--- config.mk ---
export PLATFORM = sky130hd
export DESIGN_NAME = icache_pref_engine
export DESIGN_NICKNAME = d
export VERILOG_FILES = /design/src/rtl/icache_pref_engine.sv
export SDC_FILE = /design/constraint.sdc
export NUM_CORES = 1
export LEC_CHECK = 0
export BUFFER_PORTS_ARGS = -buffer_cell sky130_fd_sc_hd__buf_2
export CORE_ASPECT_RATIO = 1.75
export CORE_UTILIZATION = 51
export CTS_CLUSTER_DIAMETER = 80
export DETAILED_ROUTE_END_ITERATION = 7
export GPL_TIMING_DRIVEN = 1
export PLACE_DENSITY = 0.73
export REMOVE_ABC_BUFFERS = 1
export SYNTH_ARGS = -nofsm -noshare
export SYNTH_HDL_FRONTEND = slang
export SYNTH_SLANG_ARGS = --single-unit
export TNS_END_PERCENT = 30
--- constraint.sdc ---
create_clock -name clock -period 2.2 [get_ports clock]
set_input_delay 0.44 -clock clock [delete_from_list [all_inputs] [get_ports clock]]
set_output_delay 0.44 -clock clock [all_outputs]
set_load 0.01 [all_outputs]
--- src/rtl/icache_pref_engine.sv ---
// Prefetch receiver for the I-cache: hit report, miss FIFO, memory issue and registered fills.
// Define PREF_DEDUP_EN to discard requests whose line is already queued or outstanding.
module icache_pref_engine #(
    parameter int unsigned QUEUE_DEPTH = 4,
    parameter int unsigned OUT_DEPTH   = 4
) (
    input  logic        clock,
    input  logic        reset,
    input  logic [31:0] pref2Icache_addr,
    input  logic        pref2Icache_valid,
    input  logic        icache_line_valid,
    output logic        hit_valid_line,
    input  logic        squash,
    input  logic        demand_busy,
    output logic [1:0]  proc2mem_command,
    output logic [31:0] proc2mem_addr,
    input  logic [3:0]  mem2proc_transaction_tag,
    input  logic [63:0] mem2proc_data,
    input  logic [3:0]  mem2proc_data_tag,
    output logic        fill_valid,
    output logic [31:0] fill_addr,
    output logic [63:0] fill_data,
    output logic        pref_drop
);
    localparam logic [1:0]  MEM_NONE = 2'h0;
    localparam logic [1:0]  MEM_LOAD = 2'h1;
    localparam int unsigned PW = $clog2(QUEUE_DEPTH);
    localparam int unsigned CW = $clog2(QUEUE_DEPTH + 1);
    localparam int unsigned SW = (OUT_DEPTH > 1) ? $clog2(OUT_DEPTH) : 1;

    logic [28:0]          fifo_q [QUEUE_DEPTH];
    logic [PW-1:0]        head_q;
    logic [PW-1:0]        tail_q;
    logic [CW-1:0]        count_q;
    logic [OUT_DEPTH-1:0] slot_valid_q;
    logic [3:0]           slot_tag_q [OUT_DEPTH];
    logic [28:0]          slot_blk_q [OUT_DEPTH];
    logic                 fill_valid_q;
    logic [31:0]          fill_addr_q;
    logic [63:0]          fill_data_q;
    logic                 pref_drop_q;

    logic [28:0]   req_blk;
    logic          fifo_empty;
    logic          fifo_full;
    logic          free_any;
    logic [SW-1:0] free_idx;
    logic          match_any;
    logic [SW-1:0] match_idx;
    logic          dup;
    logic          issue;
    logic          accept;
    logic          push_req;
    logic          push;
    logic          drop;
    logic          unused_addr_lsb;

    assign req_blk         = pref2Icache_addr[31:3];
    assign unused_addr_lsb = ^pref2Icache_addr[2:0];
    assign fifo_empty      = (count_q == '0);
    assign fifo_full       = (count_q == CW'(QUEUE_DEPTH));

    // Descending scan so the lowest index wins for both searches.
    always_comb begin
        free_any  = 1'b0;
        free_idx  = '0;
        match_any = 1'b0;
        match_idx = '0;
        for (int i = OUT_DEPTH - 1; i >= 0; i--) begin
            if (!slot_valid_q[i]) begin
                free_any = 1'b1;
                free_idx = SW'(i);
            end
            if (slot_valid_q[i] && (mem2proc_data_tag != 4'd0) &&
                (slot_tag_q[i] == mem2proc_data_tag)) begin
                match_any = 1'b1;
                match_idx = SW'(i);
            end
        end
    end

`ifdef PREF_DEDUP_EN
    logic [PW-1:0] ofs;

    always_comb begin
        dup = 1'b0;
        ofs = '0;
        for (int i = 0; i < QUEUE_DEPTH; i++) begin
            ofs = PW'(i) - head_q;
            if (({1'b0, ofs} < count_q) && (fifo_q[i] == req_blk)) begin
                dup = 1'b1;
            end
        end
        for (int i = 0; i < OUT_DEPTH; i++) begin
            if (slot_valid_q[i] && (slot_blk_q[i] == req_blk)) begin
                dup = 1'b1;
            end
        end
    end
`else
    assign dup = 1'b0;
`endif

    assign issue    = !fifo_empty && !demand_busy && free_any && !squash;
    assign accept   = issue && (mem2proc_transaction_tag != 4'd0);
    assign push_req = pref2Icache_valid && !icache_line_valid && !squash && !dup;
    // A pop in the same cycle frees the entry the push needs.
    assign push     = push_req && (!fifo_full || accept);
    assign drop     = push_req && fifo_full && !accept;

    assign hit_valid_line   = pref2Icache_valid & icache_line_valid;
    assign proc2mem_command = issue ? MEM_LOAD : MEM_NONE;
    assign proc2mem_addr    = issue ? {fifo_q[head_q], 3'b000} : 32'd0;

    always_ff @(posedge clock or negedge reset) begin
        if (!reset) begin
            for (int i = 0; i < QUEUE_DEPTH; i++) begin
                fifo_q[i] <= '0;
            end
            head_q       <= '0;
            tail_q       <= '0;
            count_q      <= '0;
            slot_valid_q <= '0;
            for (int i = 0; i < OUT_DEPTH; i++) begin
                slot_tag_q[i] <= '0;
                slot_blk_q[i] <= '0;
            end
            fill_valid_q <= 1'b0;
            fill_addr_q  <= '0;
            fill_data_q  <= '0;
            pref_drop_q  <= 1'b0;
        end else begin
            if (squash) begin
                head_q  <= '0;
                tail_q  <= '0;
                count_q <= '0;
            end else begin
                if (push) begin
                    fifo_q[tail_q] <= req_blk;
                    tail_q         <= tail_q + 1'b1;
                end
                if (accept) begin
                    head_q <= head_q + 1'b1;
                end
                if (push && !accept) begin
                    count_q <= count_q + 1'b1;
                end else if (accept && !push) begin
                    count_q <= count_q - 1'b1;
                end
            end
            if (match_any) begin
                slot_valid_q[match_idx] <= 1'b0;
            end
            if (accept) begin
                slot_valid_q[free_idx] <= 1'b1;
                slot_tag_q[free_idx]   <= mem2proc_transaction_tag;
                slot_blk_q[free_idx]   <= fifo_q[head_q];
            end
            fill_valid_q <= match_any;
            fill_addr_q  <= match_any ? {slot_blk_q[match_idx], 3'b000} : 32'd0;
            fill_data_q  <= match_any ? mem2proc_data : 64'd0;
            pref_drop_q  <= drop;
        end
    end

    assign fill_valid = fill_valid_q;
    assign fill_addr  = fill_addr_q;
    assign fill_data  = fill_data_q;
    assign pref_drop  = pref_drop_q;

endmodule

==> results of run 1 <==
==> layout by cell type, fill, tap and decap left out, types with 8 or more instances in the layout <==
master,count
a211oi_1,26
buf_4,90
nor2b_1,91
a222oi_1,29
xnor2_1,12
nand2_1,17
nand2b_1,30
nor2_1,35
mux2_1,30
clkbuf_1,8
clkbuf_16,31
mux4_2,29
dfrtp_1,353
buf_12,22
mux2_2,218
a22oi_1,29
buf_2,229
==> synth_stat cells, types with 2 or more instances <==
cell	instances	area, um^2
a222oi_1	29	290.3
and4_1	2	17.52
ha_1	4	50.05
a22oi_1	30	225.2
nor2b_1	94	588.1
nand2b_1	30	187.7
mux2i_1	2	20.02
or3_1	5	31.28
xor2_1	4	35.03
buf_1	2	7.510
and2_1	4	25.02
dfrtp_1	354	8859
o22ai_1	2	12.51
nor4_1	2	12.51
buf_4	13	97.59
nor2_1	36	135.1
mux2_1	30	337.8
mux4_2	29	653.1
inv_1	7	26.28
nand2_1	17	63.81
nor3_1	4	20.02
a21oi_1	4	20.02
a211oi_1	30	225.2
nand3b_1	2	15.01
xnor2_1	12	105.1
buf_2	44	220.2
nand4_1	2	12.51
nor4_2	2	25.02
clkbuf_1	21	78.83
mux2_2	218	2455
==> layout make-up <==
class | instances | share of cell area
antenna | 2 | 0.0002687
clock buffer | 46 | 0.04843
clock inverter | 9 | 0.005844
inverter | 7 | 0.001411
multi-input combinational | 618 | 0.3155
sequential | 354 | 0.4756
tap | 378 | 0.02539
timing repair buffer | 348 | 0.1276
==> path summary, 6_finish.rpt <==
path | from | slack, ns | end | cells after the start
max | head_q[0] | -0.34 | proc2mem_addr[28] | 5
min | mem2proc_data[19] | 0.09 | fill_data[19] | 2
max reg2reg | slot_tag_q[9] | 0.04 | fill_addr[9] | 7
min reg2reg | fifo_q[18] | 0.49 | fifo_q[18] | 1
max in group asynchronous | reset | 1.05 | fill_data[3] | 3
min in group asynchronous | reset | 0.39 | fifo_q[36] | 2
==> routing by layer <==
layer | part of all wire | vias to the layer above | global-route usage
met5 | 0 | - | 0
met4 | 0.038 | 0 | 0.09884
met3 | 0.037 | 64 | 0.02435
met2 | 0.54 | 270 | 0.4241
met1 | 0.39 | 4995 | 0.2713
li1 | - | 4379 | -
==> power breakdown <==
part           switching (mW)  internal, mW
Clock                    2.33          3.06
Sequential              0.983          8.30
Combinational            2.85          3.26
==> through the flow <==
stage	util	area, um^2
global route	0.6460	18630
detailed placement	0.5970	17210
global placement	0.5970	17210
finish	0.6461	18630
CTS	0.6430	18540
floorplan	-	14640
==> worst register-to-register path: stages, from the launching register on <==
cell and delay [ns]:
dfrtp_1 0.39, xor2_1 0.15, a2111oi_2 0.37, and2_1 0.19, and2_2 0.19, buf_12 0.20
a222oi_1 0.15, a211oi_1 0.38
==> cell families (layout without fill, tap and decap cells) <==
logic type / Yosys count / count (layout) / synth area share
other: 1 / 9 / 0.0002494
and+or+nand+nor: 209 / 209 / 0.08114
muxes: 279 / 279 / 0.2305
buffers and inverters: 88 / 410 / 0.02938
AOI/OAI and AO/OA: 102 / 102 / 0.05551
xor gates and xnor gates: 16 / 16 / 0.009321
adders and majority gates: 5 / 5 / 0.004661
DFF: 354 / 354 / 0.5892
==> registers in the layout, indices dropped and copies added, names as in the netlist, 2 cells and up <==
name and count:
slot_blk_q 116, fifo_q 116, head_q 2, tail_q 2, count_q 3, fill_addr 29, slot_tag_q 16, slot_valid_q 4
fill_data 64
==> what timing repair did <==
item / CTS / global route
gates resized for setup: 7 / 13
endpoints found under the hold margin: 52 / 0
buffers inserted: 29 / 2
gates cloned: 2 / 0
endpoints found under the setup margin: 60 / 54
hold buffers: 1 / 0
pin swaps: 0 / 6
==> run_results.csv, run 1 <==
group,metric,value,unit
synthesis,synth-seq-area-share,0.5892,
drt,detail_route.wl_per_cell,19.20,um
worst_setup_path,worstPathRequired,1.76,ns
sta,period_needed,2.540,ns
sta,fin_setup_tns,-8.873,ns
power,p_leak,9.166,nW
synthesis,synth-edff-count,0,
sta,drv_slew,0,
worst_setup_path,cp_cell_sequence,"buf_12, buf_16, mux4_2, nor2b_1, buf_2",
synthesis,synthArstFlopShare,1.000,
drt,drt-initial-drc-count,532,
run,maxCapViolCount,0,
synthesis,ys.flop_type,"dfrtp_1",
clock_network,cts_root_buf,"clkbuf_16",
clock_network,insertion_delay,0.56,ns
die,dieHeight,229.1,um
global_routing,grt_first_pass_wirelength,55010,um
sta,holdWs,0.09160,ns
sta,setup_slack,-0.3396,ns
worst_setup_path,cpPeakStageDelay,0.54,ns
worst_setup_path,crit_arrival,2.10,ns
synthesis,synthesis.area,0.01503,mm^2
cells_and_area,area_growth,23.90,%
worst_setup_path,crit_type,"reg -> out",
drt,remaining_drc_errors,0,
sta,tightest_slew,0.5386,ns
sta,final_hold_viol_count,0,
sta,max_clock_freq,393.8,MHz
die,io_pins,243,
die,initial_core_util,0.5215,
global_routing,grt_antenna_before_repair,1,
clock_network,htree_num_levels,1,
die,die_width,131.8,um
cells_and_area,multi_input_area,0.005877,mm^2
drt,via_per_inst,5.510,
clock_network,cts_buffer_depth,3,
global_routing,grt_max_degree,63,
drt,wl,33840,um
sta,rsz0062_at_grt,"yes",
synthesis,avgSynthCellArea,14.26,um^2
placed_design,dp.cells,1671,
power,max-vdd-ir-drop,596.8,uV
outcome,violations,"setup timing",
die,num_rows,82,
global_routing,grt_pass1_vias,10300,
worst_setup_path,cp.buffers_inverters,3,
sta,post-route-period-util,1.154,
clock_network,clkSinkCount,354,
sta,max_slew_margin,0.6409,
die,coreArea,0.02883,mm^2
synthesis,synth_cell_types,49,
worst_setup_path,end_kind,"primary output",
sta,setup_viol,30,
sta,skew,0.01408,ns
min_path,hold_path_class,"in -> reg",
placed_design,pre_cts_ws,-0.2674,ns
drt,drtAntennaViolNets,0,
worst_setup_path,crit_path_start_kind,"flop",
cells_and_area,drive_above_1_share,0.4826,
power,power_density,1116,mW/mm^2
cells_and_area,fillCellCount,2175,
synthesis,yosys_register_bits,354,
worst_setup_path,crit_family,"multiplexers",
cells_and_area,seqCellArea,0.008860,mm^2
clock_network,numCtsBuffers,30,
cells_and_area,fin_nets,1474,
drt,dr_total_vias,9708,
outcome,outcome,"finished with violations",
placed_design,dp_hpwl,22480,um
power,total_power,20.78,mW
synthesis,yosys_warnings,0,
worst_setup_path,path_max_fanout,6,
global_routing,grt.total_usage,0.2308,
clock_network,clk_pin_slew,0.07,ns
clock_network,cts_tree,"yes",
worst_setup_path,critPathSlowestCell,"mux4_2",
cells_and_area,layoutNonFillerInstCount,1762,
placed_design,numPortBuffers,232,
die,die_area,0.03020,mm^2
global_routing,grt_overflow,0,
synthesis,synthCells,1054,
drt,drtPass1Iterations,7,
placed_design,gp_congestion,0.7842,
No activity file was read; power rests on OpenSTA's default activity.
==> run 2, diff against run 1 <==
- PLACE_DENSITY: 0.73 -> 0.84
==> run 2 against run 1 <==
Compared with the run above: the run still ends with setup timing left; via count grew 5.8%; sequential power grew 0.9%; worst setup slack lost 0.074 ns; combinational power grew 15%; maximum frequency shrank 2.8%.
==> run_results.csv, run 2 (synthesis results as in run 1) <==
group,metric,value,unit
outcome,outcome,"finished with violations",
outcome,violations,"setup timing",
cells_and_area,fin_area,0.01942,mm^2
global_routing,grt_pass1_vias,10630,
clock_network,cts_buffer_depth,3,
sta,final_hold_viol_count,0,
worst_setup_path,crit_path_start_kind,"flop",
clock_network,clk_pin_slew,0.06,ns
cells_and_area,fin_nets,1515,
power,p_leak,9.536,nW
sta,post-route-period-util,1.188,
worst_setup_path,path_max_fanout,7,
clock_network,clkSinkCount,354,
sta,setup_slack,-0.4140,ns
drt,detail_route.wl_per_cell,21.18,um
drt,wl,38180,um
cells_and_area,final_common_cell,"dfrtp_1",
worst_setup_path,reg2reg_to,"fill_addr[9]",
placed_design,dp_hpwl,22980,um
cells_and_area,multi_input_area,0.005997,mm^2
clock_network,cts_root_buf,"clkbuf_16",
worst_setup_path,crit_arrival,2.17,ns
worst_setup_path,cpPeakStageDelay,0.45,ns
power,max-vdd-ir-drop,737.6,uV
clock_network,cts_tree,"yes",
die,dieHeight,229.1,um
drt,drt-initial-drc-count,626,
worst_setup_path,cp.depth,6,
drt,remaining_drc_errors,0,
worst_setup_path,r2r_cells,9,
run,maxCapViolCount,0,
cells_and_area,fillCellCount,1859,
die,initial_core_util,0.5215,
worst_setup_path,worstPathRequired,1.76,ns
sta,period_needed,2.614,ns
drt,drtAntennaViolNets,0,
worst_setup_path,end_kind,"primary output",
cells_and_area,diodes,0,
sta,drv_slew,0,
global_routing,grt_overflow,0,
sta,max_clock_freq,382.6,MHz
clock_network,htree_num_levels,1,
sta,setup_viol,43,
worst_setup_path,critPathLaunch,"count_q[1]",
cells_and_area,area_growth,29.15,%
cells_and_area,layout_common_cells,"353 x dfrtp_1, 223 x buf_2, 218 x mux2_2",
worst_setup_path,cp_cell_sequence,"nor3_2, buf_4, or3_4, clkbuf_16, nor2b_1, buf_2",
clock_network,numCtsBuffers,31,
min_path,hold_path_class,"in -> reg",
worst_setup_path,critPathSlowestCell,"or3_4",
drt,drtPass1Iterations,7,
global_routing,grt.total_usage,0.2309,
drt,via_per_inst,5.700,
global_routing,grt_antenna_before_repair,1,
sta,fin_setup_tns,-11.49,ns
power,power_density,1138,mW/mm^2
die,die_width,131.8,um
drt,dr_total_vias,10270,
cells_and_area,drive_above_1_share,0.5147,
worst_setup_path,r2r_start,"slot_tag_q[9]",
die,coreArea,0.02883,mm^2
sta,rsz0062_at_grt,"yes",
die,die_area,0.03020,mm^2
worst_setup_path,crit_type,"reg -> out",
placed_design,gp_congestion,0.7781,
placed_design,place_area,0.01742,mm^2
worst_setup_path,r2r_slack,-0.14,ns
worst_setup_path,cp.buffers_inverters,3,
cells_and_area,seqCellArea,0.008860,mm^2
placed_design,numPortBuffers,232,
worst_setup_path,crit_family,"simple AND/OR/NAND/NOR gates",
die,io_pins,243,
global_routing,grt_max_degree,62,
worst_setup_path,cp-endpoint,"proc2mem_addr[9]",
clock_network,insertion_delay,0.59,ns
die,num_rows,82,
global_routing,grt_first_pass_wirelength,55190,um
sta,skew,0.01120,ns
[run 2: worst reg2reg max path, stage by stage, from the launching register on]
cell	delay (ns)
dfrtp_1	0.40
xor2_1	0.16
a2111oi_2	0.34
buf_4	0.19
and2_4	0.15
o31ai_4	0.10
buf_12	0.18
buf_8	0.14
a222oi_1	0.44
a211oi_1	0.11
[run 2: report_power, final]
part,total (mW),internal (mW),switching (mW),leakage [nW]
Combinational,7.01,3.76,3.25,4.32
Clock,5.73,3.27,2.45,0.534
Sequential,9.36,8.30,1.06,4.68
Total,22.1,15.3,6.76,9.54
[run 2: through the flow]
step                total power, mW  hold slack [ns]    util  setup slack [ns]  instances
CTS                           21.38          0.04430  0.6541           -0.4095       1777
global placement              14.90           0.3759  0.6043           -0.2778       1691
detailed placement            15.23           0.3840  0.6043           -0.3426       1691
global route                  23.07          0.05206  0.6735           -0.4817       1802
floorplan                     12.61           0.1444       -            -3.018        979
finish                        22.09          0.06611  0.6735           -0.4140       1802
[run 2: repair_timing]
action / CTS / global route
endpoints found under the hold margin: 41 / 0
setup buffers: 25 / 22
gates resized for setup: 16 / 59
endpoints found under the setup margin: 54 / 228
cloned: 3 / 10
pin swaps: 5 / 30
hold buffers: 1 / 0
[run 2: worst min-delay path by stage]
stage / from / end / slack (ns) / cells after the start
global route: mem2proc_data[6] / fill_data[6] / 0.05 / 2
global placement: reset / fifo_q[46] / 0.38 / 1
detailed placement: reset / fifo_q[106] / 0.38 / 1
CTS: mem2proc_data[2] / fill_data[2] / 0.04 / 2
finish: mem2proc_data[2] / fill_data[2] / 0.07 / 2
floorplan: reset / count_q[0] / 0.14 / 0
[run 2: metal layers]
layer / vias to the layer above / wire length, um / GRT usage
met5: - / 12 / 0
met4: 2 / 1869 / 0.1068
met2: 441 / 20550 / 0.4292
met3: 108 / 2162 / 0.03077
met1: 5244 / 13590 / 0.2593
li1: 4476 / - / -
[run 2: area by class of cell]
type | instances | share of cell area
clock buffers | 45 | 0.04730
repair buffers | 388 | 0.1532
flip-flops and latches | 354 | 0.4563
well taps | 378 | 0.02436
clock inverters | 12 | 0.008635
inverters | 7 | 0.001353
multi-input cells | 618 | 0.3088
